File: src/rtl/toggle_ctrl_pkg.sv
// toggle_ctrl_pkg: shared state encoding and direction constants for the toggle counter
package toggle_ctrl_pkg;
  typedef enum logic [1:0] {IDLE = 2'd0, COUNT = 2'd1, DONE = 2'd2} state_t;
  localparam logic DIR_UP = 1'b1;
  localparam logic DIR_DN = 1'b0;
endpackage

File: src/rtl/toggle_cell.sv
// toggle_cell: single T flip-flop with synchronous active-high reset
module toggle_cell (
  input  logic clk,
  input  logic rst,
  input  logic t,
  output logic q
);
  always_ff @(posedge clk)
    if (rst) q <= 1'b0;
    else if (t) q <= ~q;
endmodule

File: src/rtl/toggle_counter_ctrl.sv
// toggle_counter_ctrl: programmable up/down counter built from a bank of T flip-flop cells
module toggle_counter_ctrl
  import toggle_ctrl_pkg::*;
#(
  parameter int W = 4
) (
  input  logic         clk,
  input  logic         rst,
  input  logic         start,
  input  logic         stop,
  input  logic         dir,
  input  logic         oneshot,
  input  logic         load,
  input  logic [W-1:0] load_val,
  input  logic [W-1:0] limit,
  output logic [W-1:0] count,
  output logic         busy,
  output logic         tc,
  output logic         done
);
  state_t state;
  logic [W-1:0] base, nxt, step, t;
  logic at_lim;
  assign at_lim = count == limit;
  assign step = dir == DIR_UP ? count + W'(1) : count - W'(1);
  assign busy = state == COUNT;
  assign tc = busy && at_lim;
  // The cells only ever see toggle enables; the target value is expressed as a flip mask.
  assign t = count ^ nxt;
  always_comb begin
    nxt = count;
    case (state)
      IDLE:    nxt = load ? load_val : count;
      COUNT:   nxt = stop ? count : at_lim ? (oneshot ? count : base) : step;
      DONE:    nxt = load ? load_val : start ? base : count;
      default: nxt = count;
    endcase
  end
  always_ff @(posedge clk)
    if (rst) begin
      state <= IDLE;
      base  <= '0;
      done  <= 1'b0;
    end else begin
      done <= state == COUNT && !stop && at_lim && oneshot;
      case (state)
        IDLE: begin
          if (load) base <= load_val;
          if (start) state <= COUNT;
        end
        COUNT:
          if (stop) state <= IDLE;
          else if (at_lim && oneshot) state <= DONE;
        DONE: begin
          if (load) base <= load_val;
          if (start) state <= COUNT;
        end
        default: state <= IDLE;
      endcase
    end
  for (genvar i = 0; i < W; i++) begin : g_cell
    toggle_cell u_cell (.clk(clk), .rst(rst), .t(t[i]), .q(count[i]));
  end
endmodule

File: config.mk
export PLATFORM = sky130hd
export DESIGN_NAME = toggle_counter_ctrl
export DESIGN_NICKNAME = d
export VERILOG_FILES = /design/src/rtl/toggle_ctrl_pkg.sv /design/src/rtl/toggle_cell.sv /design/src/rtl/toggle_counter_ctrl.sv
export SDC_FILE = /design/constraint.sdc
export NUM_CORES = 1
export LEC_CHECK = 0
export BUFFER_PORTS_ARGS = -buffer_cell sky130_fd_sc_hd__buf_2
export CELL_PAD_IN_SITES_DETAIL_PLACEMENT = 1
export CELL_PAD_IN_SITES_GLOBAL_PLACEMENT = 1
export CORE_ASPECT_RATIO = 1.1
export CORE_MARGIN = 2
export CORE_UTILIZATION = 41
export CTS_BUF_LIST = sky130_fd_sc_hd__clkbuf_8
export DETAILED_ROUTE_END_ITERATION = 10
export GPL_TIMING_DRIVEN = 0
export PLACE_DENSITY_LB_ADDON = 0.05
export SETUP_SLACK_MARGIN = 0.02
export SLEW_MARGIN = 20
export SYNTH_ARGS = -nofsm -noshare
export SYNTH_HDL_FRONTEND = slang
export SYNTH_HIERARCHICAL = 1
export SYNTH_SLANG_ARGS = --single-unit
File: constraint.sdc
create_clock -name clk -period 4.6 [get_ports clk]
set_input_delay 0.46 -clock clk [delete_from_list [all_inputs] [get_ports clk]]
set_output_delay 0.46 -clock clk [all_outputs]
set_load 0.1 [all_outputs]
==> results of run 1 <==
-- cell families (layout without fill, tap and decap cells) --
logic type               Yosys count  in the layout  synth area share [%]
multiplexers                       8              8                  10.0
adder cells (fa/ha/maj)            3              3                  5.65
XOR/XNOR                          12             12                  13.2
AO/OA/AOI/OAI                     19             19                  14.3
flip-flops                        11             11                  27.6
AND/OR/NAND/NOR                   35             35                  24.5
buffers and inverters              8             32                  4.71
-- synthesized netlist by cell type (all sizes together) --
cell type	n	share of area, %
a211o	2	2.2
o21ai	6	3.8
nand2	6	2.8
clkbuf	2	0.94
nor3	4	3.1
inv	5	2.4
a31oi	1	0.79
a21oi	6	3.8
nand4b	1	1.1
xor2	6	6.6
nand2b	1	0.79
nor2b	2	1.6
nor2	14	6.6
and2	1	0.79
o211ai	2	1.9
buf	1	1.4
nand3	1	0.63
mux2i	8	10
and4b	2	2.5
dfxtp	11	28
fa	1	2.5
or2b	1	1.1
nor4	1	2.7
ha	2	3.1
nand4	1	0.79
a21boi	1	0.94
xnor2	6	6.6
a21o	1	0.94
-- layout by cell type (no fill, tap or decap) --
cell type                  synthesis  layout
sky130_fd_sc_hd__buf_2             0      20
sky130_fd_sc_hd__nor2_1           14      14
sky130_fd_sc_hd__dfxtp_1          11      11
sky130_fd_sc_hd__mux2i_1           8       8
sky130_fd_sc_hd__inv_1             5       6
sky130_fd_sc_hd__xor2_1            6       6
sky130_fd_sc_hd__nand2_1           6       6
sky130_fd_sc_hd__o21ai_0           6       6
sky130_fd_sc_hd__xnor2_1           6       6
sky130_fd_sc_hd__a21oi_1           6       6
sky130_fd_sc_hd__nor3_1            3       3
sky130_fd_sc_hd__clkbuf_8          0       3
sky130_fd_sc_hd__nor2b_1           2       2
sky130_fd_sc_hd__clkbuf_1          2       2
sky130_fd_sc_hd__and4b_1           2       2
sky130_fd_sc_hd__a211o_1           2       2
sky130_fd_sc_hd__o211ai_1          2       2
sky130_fd_sc_hd__ha_1              2       2
sky130_fd_sc_hd__nor4_4            1       1
sky130_fd_sc_hd__buf_6             1       1
sky130_fd_sc_hd__a31oi_1           1       1
sky130_fd_sc_hd__or2b_2            1       1
sky130_fd_sc_hd__nor3_2            1       1
sky130_fd_sc_hd__nand2b_1          1       1
sky130_fd_sc_hd__a21boi_0          1       1
sky130_fd_sc_hd__nand4b_1          1       1
sky130_fd_sc_hd__nand4_1           1       1
sky130_fd_sc_hd__and2_1            1       1
sky130_fd_sc_hd__a21o_1            1       1
sky130_fd_sc_hd__nand3_1           1       1
sky130_fd_sc_hd__fa_1              1       1
-- layer usage --
metal | routed length (um) | part of all wire (%)
met5 | 0 | 0
met4 | 40 | 2.0
met3 | 65 | 3.3
met2 | 951 | 48
met1 | 931 | 47
-- stage by stage --
stage / instance area [sq um] / total power, W / setup slack [ns] / util [%]
6_report: 965 / 0.000532 / 2.16 / 53.5
5_1_grt: 965 / 0.000567 / 2.04 / 53.5
4_1_cts: 965 / 0.000538 / 2.14 / 53.5
3_5_place_dp: 920 / 0.000435 / 2.33 / 51.0
3_3_place_gp: 920 / 0.000428 / 2.35 / 51.0
2_1_floorplan: 797 / 0.000382 / 1.44 / -
-- sequential cells by signal (all words and copies together) (netlist names) --
| name | flops |
|---|---|
| base | 4 |
| done | 1 |
| g_cell.u_cell/q | 4 |
| state | 2 |
-- where the power goes --
part	leakage (nW)	switching [W]	internal, W
sequential	0.0905	0.0000321	0.000112
combinational	0.341	0.000195	0.0000925
clock	0.0269	0.0000408	0.0000589
-- final cells by class --
cell class	instances	share of cell area, %
sequential	11	22.8
clock buffer	3	4.28
timing repair buffer	20	10.4
buffer	3	1.95
inverter	5	1.95
tap	18	2.33
multi-input combinational	77	55.9
clock inverter	1	0.389
-- worst max-delay path by stage --
| stage | endpoint | cells past startpoint |
|---|---|---|
| 6_report | tc | 5 |
| 5_1_grt | tc | 5 |
| 4_1_cts | tc | 5 |
| 3_5_place_dp | tc | 6 |
| 3_3_place_gp | tc | 6 |
| 2_1_floorplan | tc | 2 |
-- tightest hold or removal path, cell delays in order --
cell,delay (ns)
sky130_fd_sc_hd__buf_2,0.08
sky130_fd_sc_hd__a21oi_1,0.05
sky130_fd_sc_hd__nor2_1,0.07
==> insert_results.sql, run 1 <==
INSERT INTO impl_metrics (metric_group, metric, value, unit) VALUES
('cts', 'cts_max_level', '1', ''),
('hold_path', 'worst_hold_path_type', 'in2reg', ''),
('placed_design', 'place.detailed.hpwl', '1540', 'um'),
('global_routing', 'wire_length_of_the_first_global_routing_pass', '3390', 'um'),
('global_routing', 'grt_use_met3', '4.32', '%'),
('global_routing', 'initial_antenna_violation_count', '0', ''),
('finish', 'insertedDiodeCount', '0', ''),
('timing', 'final_min_period_over_clock_period', '53.0', '%'),
('pwr', 'total_leakage_power', '0.459', 'nW'),
('detailed_routing', 'drtAntennaViolNets', '0', ''),
('worst_setup_path', 'r2r-start', 'state[0]', ''),
('timing', 'setup_tns', '0', 'ns'),
('hold_path', 'timing.hold.worst_path_depth', '3', ''),
('global_routing', 'gr-usage-met1', '26.3', '%'),
('timing', 'worst_pin_slew', '0.596', 'ns'),
('cts', 'post_cts_hold_buffer_count', '0', ''),
('cts', 'cts_sink_count', '11', ''),
('synth', 'synthDistinctLibCells', '29', ''),
('synth', 'synthesis.area', '797', 'sq um'),
('die', 'core', '0.00180', 'sq mm'),
('timing', 'hold_violations', '0', ''),
('worst_setup_path', 'setup.worst_path.start', 'g_cell[1].u_cell/q', ''),
('finish', 'layoutNonFillerInstCount', '138', ''),
('die', 'floorplan.die.height', '50.2', 'um'),
('synth', 'syn_inst', '96', ''),
('global_routing', 'gr-usage-all-layers', '20.2', '%'),
('timing', 'timing.final.setup_violations', '0', ''),
('worst_setup_path', 'worstSetupEndpointType', 'output pin', ''),
('worst_setup_path', 'ff2ff_path_depth', '7', ''),
('detailed_routing', 'first_iter_violations', '11', ''),
('placed_design', 'place.detailed.instances', '134', ''),
('finish', 'layout.area.seq', '220', 'sq um'),
('timing', 'maxClockFrequency', '410', 'MHz'),
('global_routing', 'via_count_of_the_first_global_routing_pass', '763', ''),
('worst_setup_path', 'reg_to_reg_end', 'g_cell[1].u_cell/q', ''),
('hold_path', 'hold_end', 'base[0]', ''),
('worst_setup_path', 'critical_path.max_stage_delay', '0.51', 'ns'),
('worst_setup_path', 'cp_max_fanout', '10', ''),
('pwr', 'max_vdd_drop', '0.374', 'mV'),
('outcome', 'outcome', 'finished clean', ''),
('cts', 'cts_setup_buffers', '0', ''),
('die', 'die_x', '46.0', 'um'),
('worst_setup_path', 'timing.critical_path.required', '4.14', 'ns'),
('cts', 'cts_tree', 'done', ''),
('die', 'design.portCount', '22', ''),
('global_routing', 'grt_use_met2', '32.2', '%'),
('die', 'die-area', '0.00231', 'sq mm'),
('worst_setup_path', 'critical_path_buf_inv_count', '2', ''),
('cts', 'post_cts.resized_instances', '0', ''),
('detailed_routing', 'post_drt_wl_per_cell', '14.4', 'um'),
('die', 'floorplan.initialDensity', '44.2', '%'),
('finish', 'nets', '139', ''),
('finish', 'number_of_inserted_filler_cells_in_the_final_layout', '233', ''),
('worst_setup_path', 'startpoint_type', 'flop', ''),
('worst_setup_path', 'crit_type', 'reg2out', ''),
('cts', 'clk-insertion-delay-late', '0.25', 'ns'),
('cts', 'cts.path.max_buffers', '2', ''),
('global_routing', 'overflow', '0', ''),
('detailed_routing', 'route.detailed.drc', '0', ''),
('worst_setup_path', 'category_of_cells_accounting_for_the_largest_share_of_critical_path_delay', 'buffers and inverters', ''),
('finish', 'drive_gt1_share', '22.5', '%'),
('die', 'placement_rows', '16', ''),
('worst_setup_path', 'critical_path.cell_chain', 'xor2_1 -> nor4_4 -> buf_6 -> and2_1 -> buf_2', ''),
('detailed_routing', 'drt-vias-per-instance', '5.47', ''),
('cts', 'path_clk_slew', '0.06', 'ns'),
('synth', 'syn_avg_cell_area', '8.30', 'sq um'),
('timing', 'max_slew_margin', '60.0', '%'),
('synth', 'net_count_after_synthesis', '114', ''),
('worst_setup_path', 'r2r_slack', '2.56', 'ns'),
('timing', 'worst_clock_skew', '0.00810', 'ns'),
('finish', 'area.growth.synth_to_final', '21.0', '%');
Power figures use the tool's default switching activity.
==> inputs of run 2 (changes only) <==
--- a/config.mk
+++ b/config.mk
@@ -10,7 +10,7 @@
 export CELL_PAD_IN_SITES_GLOBAL_PLACEMENT = 1
 export CORE_ASPECT_RATIO = 1.1
 export CORE_MARGIN = 2
-export CORE_UTILIZATION = 41
+export CORE_UTILIZATION = 35
 export CTS_BUF_LIST = sky130_fd_sc_hd__clkbuf_8
 export DETAILED_ROUTE_END_ITERATION = 10
 export GPL_TIMING_DRIVEN = 0
==> constraint.sdc (replaced) <==
create_clock -name clk -period 2.15 [get_ports clk]
set_input_delay 0.215 -clock clk [delete_from_list [all_inputs] [get_ports clk]]
set_output_delay 0.215 -clock clk [all_outputs]
set_load 0.1 [all_outputs]
==> run 2 against run 1 <==
Against the previous run:
- die area is 16% higher
- worst hold slack worse by 0.23 ns
- clock power is 110% higher
- register-to-register slack worse by 2.3 ns
- final area is 4.3% higher
- global-route usage is 2.8 points lower
- critical path type unchanged
- highest routed layer unchanged
==> insert_results.sql, run 2 (synthesis results as in run 1) <==
INSERT INTO impl_metrics (metric_group, metric, value, unit) VALUES
('timing', 'report.final.slew_viol_count', '0', ''),
('cts', 'post_cts_hold_buffer_count', '0', ''),
('timing', 'post_layout_min_period', '1.96', 'ns'),
('finish', 'reg.largest.list', 'base (4), g_cell.u_cell/q (4), state (2)', ''),
('die', 'floorplan.initialDensity', '36.1', '%'),
('worst_setup_path', 'worst-endpoint-arrival', '1.74', 'ns'),
('finish', 'insertedDiodeCount', '0', ''),
('finish', 'number_of_inserted_filler_cells_in_the_final_layout', '305', ''),
('die', 'die_x', '49.5', 'um'),
('pwr', 'total_leakage_power', '0.464', 'nW'),
('finish', 'nets', '139', ''),
('job', 'maxCapViolCount', '0', ''),
('timing', 'finalHoldWorstSlack', '0.227', 'ns'),
('timing', 'worst_clock_skew', '0.00514', 'ns'),
('outcome', 'outcome', 'finished clean', ''),
('detailed_routing', 'drtAntennaViolNets', '0', ''),
('timing', 'setup_ws', '0.191', 'ns'),
('detailed_routing', 'first_iter_violations', '7', ''),
('placed_design', 'numPortBuffers', '20', ''),
('timing', 'worst_pin_slew', '0.485', 'ns'),
('worst_setup_path', 'startpoint_type', 'flop', ''),
('finish', 'area.growth.synth_to_final', '26.2', '%'),
('global_routing', 'overflow', '0', ''),
('finish', 'drive_gt1_share', '28.3', '%'),
('hold_path', 'timing.hold.worst_path_depth', '3', ''),
('detailed_routing', 'post_drt_wl_per_cell', '13.2', 'um'),
('finish', 'final_core_util', '45.6', '%'),
('cts', 'cts_max_level', '1', ''),
('detailed_routing', 'route.detailed.drc', '0', ''),
('cts', 'cts-buffers-inserted', '3', ''),
('placed_design', 'place_congestion', '0.838', ''),
('worst_setup_path', 'cp_max_fanout', '10', ''),
('worst_setup_path', 'crit_type', 'reg2out', ''),
('timing', 'setup_tns', '0', 'ns'),
('timing', 'max_slew_margin', '67.9', '%'),
('timing', 'maxClockFrequency', '510', 'MHz'),
('cts', 'path_clk_slew', '0.05', 'ns'),
('cts', 'cts_tree', 'done', ''),
('timing', 'rsz_0062_raised_after_global_routing', 'no', ''),
('worst_setup_path', 'ff2ff_path_depth', '8', ''),
('finish', 'layout.area.seq', '230', 'sq um'),
('die', 'placement_rows', '18', ''),
('worst_setup_path', 'timing.critical_path.required', '1.93', 'ns'),
('cts', 'cts.path.max_buffers', '2', ''),
('timing', 'hold_violations', '0', ''),
('finish', 'layout_common_cells', 'sky130_fd_sc_hd__buf_2 (19), sky130_fd_sc_hd__nor2_1 (14), sky130_fd_sc_hd__mux2i_1 (8)', ''),
('global_routing', 'wire_length_of_the_first_global_routing_pass', '3450', 'um'),
('cts', 'clock_tree_root', 'sky130_fd_sc_hd__clkbuf_8', ''),
('worst_setup_path', 'worstSetupEndpointType', 'output pin', ''),
('detailed_routing', 'vias', '764', ''),
('global_routing', 'maximum_number_of_pins_on_one_net_before_global_route_repair', '12', ''),
('pwr', 'max_vdd_drop', '0.669', 'mV'),
('hold_path', 'worst_hold_path_type', 'in2reg', ''),
('die', 'core', '0.00221', 'sq mm'),
('die', 'floorplan.die.height', '54.1', 'um'),
('finish', 'layout_commonest_cell', 'sky130_fd_sc_hd__buf_2', ''),
('pwr', 'pwr_density_cell', '1140', 'mW/mm^2'),
('global_routing', 'gr-usage-all-layers', '17.4', '%'),
('die', 'design.portCount', '22', ''),
('die', 'die-area', '0.00268', 'sq mm'),
('detailed_routing', 'drt-vias-per-instance', '5.09', ''),
('cts', 'clk-insertion-delay-late', '0.24', 'ns'),
('finish', 'multiInputGateArea', '553', 'sq um'),
('cts', 'cts_sink_count', '11', ''),
('detailed_routing', 'wirelength', '1980', 'um'),
('placed_design', 'place.detailed.hpwl', '1550', 'um'),
('placed_design', 'post-place-ws', '0.115', 'ns'),
('timing', 'final_min_period_over_clock_period', '91.1', '%'),
('global_routing', 'initial_antenna_violation_count', '0', ''),
('detailed_routing', 'drt-pass1-iter-count', '4', ''),
('timing', 'timing.final.setup_violations', '0', ''),
('global_routing', 'via_count_of_the_first_global_routing_pass', '782', '');
-- run 2: cell types whose count changed in the layout (fill, tap and decap cells not counted), sizes merged --
| cell | before | now |
|---|---|---|
| clkbuf | 5 | 6 |
| buf | 21 | 20 |
-- run 2: power breakdown --
part,leakage [nW],switching [W],internal (W)
clock,0.0269,0.0000814,0.000126
combinational,0.345,0.000417,0.000203
sequential,0.0924,0.0000697,0.000253
total,0.464,0.000568,0.000582
-- run 2: worst paths after layout --
check | from | endpoint | slack, ns
worst max-delay path | g_cell[1].u_cell/q | tc | 0.19
worst min-delay path | load_val[0] | base[0] | 0.23
worst max register to register | g_cell[0].u_cell/q | g_cell[2].u_cell/q | 0.28
worst min register to register | base[3] | base[3] | 0.53
-- run 2: per-layer routing --
layer | wire length (um) | part of all wire [%] | global-route usage, % | vias to the layer above
li1 | - | - | - | 379
met1 | 878 | 44 | 19.1 | 365
met2 | 997 | 50 | 31.8 | 16
met3 | 71 | 3.6 | 3.89 | 4
met4 | 34 | 1.7 | 9.72 | 0
met5 | 0 | 0 | 0 | -
-- run 2: worst max-delay path: stages, from the launching register on --
cell and delay (ns):
sky130_fd_sc_hd__dfxtp_4 0.37, sky130_fd_sc_hd__xor2_1 0.17, sky130_fd_sc_hd__nor4_4 0.33, sky130_fd_sc_hd__buf_6 0.18, sky130_fd_sc_hd__and2_2 0.14, sky130_fd_sc_hd__clkbuf_4 0.31
-- run 2: layout make-up --
class                      count  area share (%)
clock inverter                 1           0.373
inverter                       5            1.87
multi-input combinational     77            55.0
tap                           30            3.73
timing repair buffer          20            10.2
clock buffer                   3            4.10
sequential                    11            22.9
buffer                         3            1.87
-- run 2: metrics by stage --
stage / cells / cell area [sq um] / power [W]
finish: 150 / 1010 / 0.00115
global route: 150 / 1010 / 0.00123
CTS: 150 / 998 / 0.00117
detailed placement: 146 / 953 / 0.000950
global placement: 146 / 953 / 0.000937
floorplan: 96 / 816 / 0.000831
-- run 2: timing repair --
item	4_1_cts	5_1_grt
setup endpoints to repair	0	3
buffers inserted	0	0
endpoints found under the hold margin	0	0
gates resized for setup	0	2
